`config.mk`:
```
export PLATFORM = sky130hd
export DESIGN_NAME = load_store_unit
export DESIGN_NICKNAME = d
export VERILOG_FILES = /design/src/rtl/lsu_pkg.sv /design/src/rtl/lsu_align.sv /design/src/rtl/load_store_unit.sv
export SDC_FILE = /design/constraint.sdc
export NUM_CORES = 1
export LEC_CHECK = 0
export BUFFER_PORTS_ARGS = -buffer_cell sky130_fd_sc_hd__buf_2
export CAP_MARGIN = 10
export CORE_MARGIN = 2
export CORE_UTILIZATION = 47
export CTS_CLUSTER_DIAMETER = 50
export DETAILED_ROUTE_END_ITERATION = 6
export PLACE_DENSITY = 0.76
export SETUP_SLACK_MARGIN = 0.5
export SLEW_MARGIN = 20
export SYNTH_ARGS = -nofsm -noshare
export SYNTH_HDL_FRONTEND = slang
export SYNTH_SLANG_ARGS = --single-unit
```
`constraint.sdc`:
```
create_clock -name clk -period 1.6 [get_ports clk]
set_input_delay 0.08 -clock clk [delete_from_list [all_inputs] [get_ports clk]]
set_output_delay 0.08 -clock clk [all_outputs]
set_load 0.02 [all_outputs]
```
`src/rtl/lsu_pkg.sv`:
```
// Shared types for the load/store unit: FSM states, access sizes, funct3 codes.
// Misaligned-trap behaviour is selected in load_store_unit by LSU_MISALIGN_TRAP_EN.
package lsu_pkg;

  typedef enum logic [2:0] {
    IDLE,
    LOAD,
    RMW_RD,
    STORE,
    RESP
  } lsu_state_e;

  typedef enum logic [1:0] {
    BYTE,
    HALF,
    WORD
  } lsu_size_e;

  localparam logic [2:0] F3_B  = 3'b000;
  localparam logic [2:0] F3_H  = 3'b001;
  localparam logic [2:0] F3_W  = 3'b010;
  localparam logic [2:0] F3_BU = 3'b100;
  localparam logic [2:0] F3_HU = 3'b101;

  function automatic lsu_size_e size_of(input logic [2:0] funct3);
    case (funct3[1:0])
      2'b00:   return BYTE;
      2'b01:   return HALF;
      default: return WORD;
    endcase
  endfunction

  function automatic logic misaligned(input logic [2:0] funct3, input logic [1:0] addr_lo);
    case (size_of(funct3))
      HALF:    return addr_lo[0];
      WORD:    return (addr_lo != 2'b00);
      default: return 1'b0;
    endcase
  endfunction

endpackage

```
`src/rtl/lsu_align.sv`:
```
// Lane steering for the load/store unit: extracts and extends load data,
// and merges a byte/half store into the word read back from memory.
module lsu_align
  import lsu_pkg::*;
(
  input  logic [2:0]  funct3,
  input  logic [1:0]  addr_lo,
  input  logic [31:0] rdata,
  input  logic [31:0] wdata,
  output logic [31:0] load_data,
  output logic [31:0] merge_data
);

  logic [7:0]  byte_sel;
  logic [15:0] half_sel;

  always_comb begin
    byte_sel = rdata[7:0];
    case (addr_lo)
      2'b00: byte_sel = rdata[7:0];
      2'b01: byte_sel = rdata[15:8];
      2'b10: byte_sel = rdata[23:16];
      2'b11: byte_sel = rdata[31:24];
      default: byte_sel = rdata[7:0];
    endcase
    half_sel = addr_lo[1] ? rdata[31:16] : rdata[15:0];

    // funct3[2] selects zero-extension for LBU/LHU
    case (size_of(funct3))
      BYTE:    load_data = {{24{byte_sel[7] & ~funct3[2]}}, byte_sel};
      HALF:    load_data = {{16{half_sel[15] & ~funct3[2]}}, half_sel};
      default: load_data = rdata;
    endcase

    merge_data = rdata;
    case (size_of(funct3))
      BYTE: begin
        case (addr_lo)
          2'b00: merge_data[7:0]   = wdata[7:0];
          2'b01: merge_data[15:8]  = wdata[7:0];
          2'b10: merge_data[23:16] = wdata[7:0];
          2'b11: merge_data[31:24] = wdata[7:0];
          default: merge_data = rdata;
        endcase
      end
      HALF: begin
        if (addr_lo[1]) merge_data[31:16] = wdata[15:0];
        else            merge_data[15:0]  = wdata[15:0];
      end
      default: merge_data = wdata;
    endcase
  end

endmodule

```
`src/rtl/load_store_unit.sv`:
```
// Load/store unit: one request at a time to a word-wide data memory, SB/SH via read-modify-write.
// Define LSU_MISALIGN_TRAP_EN to reject misaligned half/word accesses with resp_error.
module load_store_unit
  import lsu_pkg::*;
#(
  parameter int XLEN   = 32,
  parameter int MEM_AW = 32
) (
  input  logic              clk,
  input  logic              rst_n,
  input  logic              req_valid,
  output logic              req_ready,
  input  logic              req_we,
  input  logic [2:0]        req_funct3,
  input  logic [XLEN-1:0]   req_addr,
  input  logic [XLEN-1:0]   req_wdata,
  output logic              resp_valid,
  output logic [XLEN-1:0]   resp_rdata,
  output logic              resp_error,
  output logic              mem_write_enable,
  output logic [MEM_AW-1:0] mem_address,
  output logic [XLEN-1:0]   mem_write_data,
  input  logic [XLEN-1:0]   mem_read_data
);

  lsu_state_e  state_q, state_d;
  logic [2:0]  funct3_q;
  logic [31:0] addr_q, wdata_q, merge_q;
  logic [31:0] load_data, merge_data;
  logic        accept, trap;

  assign accept = req_valid & req_ready;

`ifdef LSU_MISALIGN_TRAP_EN
  assign trap = misaligned(req_funct3, req_addr[1:0]);
`else
  assign trap = 1'b0;
`endif

  lsu_align u_align (
    .funct3     (funct3_q),
    .addr_lo    (addr_q[1:0]),
    .rdata      (mem_read_data),
    .wdata      (wdata_q),
    .load_data  (load_data),
    .merge_data (merge_data)
  );

  always_ff @(posedge clk or negedge rst_n) begin
    if (!rst_n) state_q <= IDLE;
    else        state_q <= state_d;
  end

  always_comb begin
    state_d = state_q;
    case (state_q)
      IDLE: begin
        if (accept) begin
          if (trap)                              state_d = RESP;
          else if (!req_we)                      state_d = LOAD;
          else if (size_of(req_funct3) == WORD)  state_d = STORE;
          else                                   state_d = RMW_RD;
        end
      end
      LOAD:    state_d = RESP;
      RMW_RD:  state_d = STORE;
      STORE:   state_d = RESP;
      RESP:    state_d = IDLE;
      default: state_d = IDLE;
    endcase
  end

  always_comb begin
    req_ready        = (state_q == IDLE);
    resp_valid       = (state_q == RESP);
    mem_write_enable = (state_q == STORE);
    mem_address      = MEM_AW'(addr_q[31:2]);
    mem_write_data   = (size_of(funct3_q) == WORD) ? wdata_q : merge_q;
  end

  // Request latch, merge word and response registers
  always_ff @(posedge clk or negedge rst_n) begin
    if (!rst_n) begin
      funct3_q   <= '0;
      addr_q     <= '0;
      wdata_q    <= '0;
      merge_q    <= '0;
      resp_rdata <= '0;
      resp_error <= 1'b0;
    end else begin
      if (accept) begin
        funct3_q   <= req_funct3;
        addr_q     <= req_addr;
        wdata_q    <= req_wdata;
        resp_rdata <= '0;
        resp_error <= trap;
      end
      if (state_q == LOAD)   resp_rdata <= load_data;
      if (state_q == RMW_RD) merge_q    <= merge_data;
    end
  end

endmodule

```
==> key figures <==
Setup path
  – CP max-delay cell: dfrtp_4
  – Worst-path maximum fanout: 7
  – Arr. time, crit path: approximately 1.7 ns
  – Req. time, crit path: 1.52 ns
  – Worst-case reg-to-reg path depth: 6
  – Crit end category: primary output
  – CP cell instances: buf_12 -> buf_16 -> mux2_4 -> buf_6
  – Startpoint Class: flip-flop
  – Crit Path Class: reg2out
  – CP peak stage delay: 0.52 ns

Finish
  – Commonest non-fill, non-tap cell in the layout: buf_2
  – Non-Filler Instances: 1161
  – Final #Nets: approximately 1100
  – Most frequent cells in the layout: buf_2 (171), dfrtp_1 (130), mux2_4 (119)
  – Finished Core Util: around four fifths
  – Proportion of layout cells with a drive suffix above 1: 57.47%
  – Final Instance Area: approximately 12000 sq um
  – Layout area overhead: 66.30%

Synthesis
  – Netlist cell types: between 40 and 50
  – Synth Cell Area: 7192 sq um
  – Sequential area share after synthesis: a little under half
  – Post-synth top area share: 46.62%
  – Cell accounting for the most synthesized area: dfrtp_1
  – Cells after Synth: a little over 600
  – Number of synthesized flops with an enable pin: 0
  – Async SR Flop Fraction: 100.0%
  – Yosys warns: 0
  – Yosys reg bits: 134
  – Synth Flop Type: dfrtp_1
  – Main area contributors after synthesis: dfrtp_1 (47%), mux2_1 (14%), mux2_2 (7.8%)
  – Syn Area/Cell: 11.54 sq um

Drt
  – Drt total wl: 29520 um
  – DRC viols: 0
  – Initial DRC Count: 690
  – Drt via density: 6.104
  – Via count: 7087
  – DR pass1 iterations: 7
  – WL/cell: 25.43 um
  – Post-DRT Antenna Nets: 0

Status
  – Failing checks: setup timing
  – Outcome: finished, violations left

GRT
  – Initial antenna violation count: 1
  – Met2 Use GR: 53.63%
  – GRT overflow: 0
  – All-Layer GR Usage: 33.01%
  – Met3 Use GR: 9.015%
  – Busiest layer in global routing: met2
  – First-pass GRT wire length: 40460 um
  – Via count of the first global-routing pass: 7015
  – Largest net degree at the start of global routing: 56
  – GRT met1 Usage: 40.88%

Pwr
  – PD cells: 2428 nW/um^2
  – Lkg Pwr: 5.713 nW
  – Max VDD drop: roughly 0.0018 V

Die
  – Initial core utilization: 47.66%
  – I/O pin count: just over 200
  – Die width: 127.7 um
  – Die area: 16310 sq um
  – Core outline area: 15090 sq um
  – # rows: 45
  – Die height: 127.7 um

Clock tree
  – TritonCTS clock tree: built
  – Clock Latency Late Sink: between 0.4 and 0.5 ns
  – H-tree Lvls: 4
  – Reg clk slew, reported paths: 0.07 ns
  – CTS max path bufs: 2
  – Total CTS buffers: 17
  – TritonCTS Sinks: about 130
  – CTS root buf: clkbuf_16

STA
  – Min cycle time layout: around 1.8 ns
  – Normalized max-slew margin: 47.83%
  – Setup Skew: around 0.015 ns
  – RSZ-0062 raised after global routing: yes
  – Period utilization: 112.6%
  – Fmax: 555.0 MHz
  – Final hold vios: 0
  – Worst-Margin Slew: 0.7790 ns
  – Fin. max-slew vios: 0
  – Final worst slack: -0.2019 ns
  – Final setup vio count: 152

Placed design
  – Dpl hpwl: 14920 um
  – Placed Area: slightly below 9000 sq um
  – Gp weighted congestion: 0.8981
  – PortBufs: 199
  – DP Cell Count: between 900 and 1000

Hold path
  – Hold WC Path Type: in2reg
  – Hold depth: 3

Job
  – Max-cap violations: 0
==> synthesized netlist by cell type (2+ instances only) <==
master,instances
nor3_1,2
buf_4,42
nor3_2,2
o211ai_1,8
nor3b_1,2
mux2_2,50
buf_2,18
inv_1,10
nand2_1,50
nor2_1,6
o22ai_1,14
a22o_1,24
nand2b_1,22
a21o_1,2
a222oi_1,16
and2_1,4
nor2b_1,3
inv_2,2
o21ai_0,10
o21ai_1,35
buf_6,2
o22a_1,4
a21boi_1,5
a221oi_1,9
mux2i_1,16
a21oi_1,6
a22oi_1,2
mux2_4,2
o2bb2ai_1,2
mux2_1,87
clkbuf_1,17
dfrtp_1,134
==> logic make-up (layout without fill, tap and decap cells) <==
logic type	count (synthesis)	count (layout)	share of synthesized area, %
flops	134	134	46.62
simple gates	95	95	6.541
mux	155	155	24.10
other cells	1	5	0.05214
compound gates	146	146	15.17
buf+inv	92	438	7.516
==> critical path: cells and delay by family (launching register included) <==
kind	cells	cell delay, ns
flip-flops	1	0.52
buffers and inverters	3	0.45
multiplexers	1	0.31
==> flip-flops by register name, summed over array words and instances (netlist names) <==
register / cells
addr_q: 32
merge_q: 32
resp_rdata: 32
wdata_q: 32
funct3_q: 3
state_q: 3
==> metal layers <==
layer | wire length [um] | vias to the layer above
li1 | - | 2957
met3 | 2783 | 140
met4 | 1666 | 0
met2 | 13820 | 536
met5 | 0 | -
met1 | 11250 | 3454
==> metrics by stage <==
step | hold WS, ns | setup slack [ns] | setup TNS [ns] | total power [mW]
2_1_floorplan | -0.2156 | -0.04115 | -2.565 | 15.35
3_3_place_gp | -0.005495 | -0.2636 | -4.069 | 18.00
3_5_place_dp | -0.003140 | -0.04786 | -0.2954 | 18.29
4_1_cts | 0.005696 | -0.1879 | -7.669 | 26.82
5_1_grt | 0.01853 | -0.2207 | -19.75 | 30.00
6_report | 0.03752 | -0.2019 | -14.85 | 29.04
==> power by group <==
| part | internal (mW) | switching (mW) |
|---|---|---|
| combinational | 9.86 | 8.78 |
| sequential | 5.01 | 1.62 |
| clock | 2.29 | 1.49 |
==> area by class of cell <==
cell class	instances	area [sq um]
well taps	188	235.2
flip-flops and latches	134	3361
clock buffers	24	491.7
fillers	802	3129
inverters	12	52.55
clock inverters	7	71.32
multi-input cells	399	4218
repair buffers	395	3526
diodes	2	5.005
==> timing repair <==
action | in CTS | in global routing
gates cloned | 11 | 1
hold endpoints to repair | 211 | 0
pin swaps | 47 | 29
resized for setup | 199 | 63
setup endpoints to repair | 166 | 176
setup buffers | 46 | 17
hold buffers | 78 | 0
==> worst paths after layout <==
path                                 from                end  slack, ns
max in group asynchronous           rst_n         addr_q[17]       0.79
setup reg to reg                addr_q[1]     resp_rdata[10]      -0.20
setup / recovery              funct3_q[1]  mem_write_data[4]      -0.20
min in group asynchronous           rst_n     resp_rdata[18]       0.12
hold / removal                  req_valid         state_q[1]       0.04
hold reg to reg            resp_rdata[13]     resp_rdata[13]       0.48
Power figures use the tool's default switching activity.
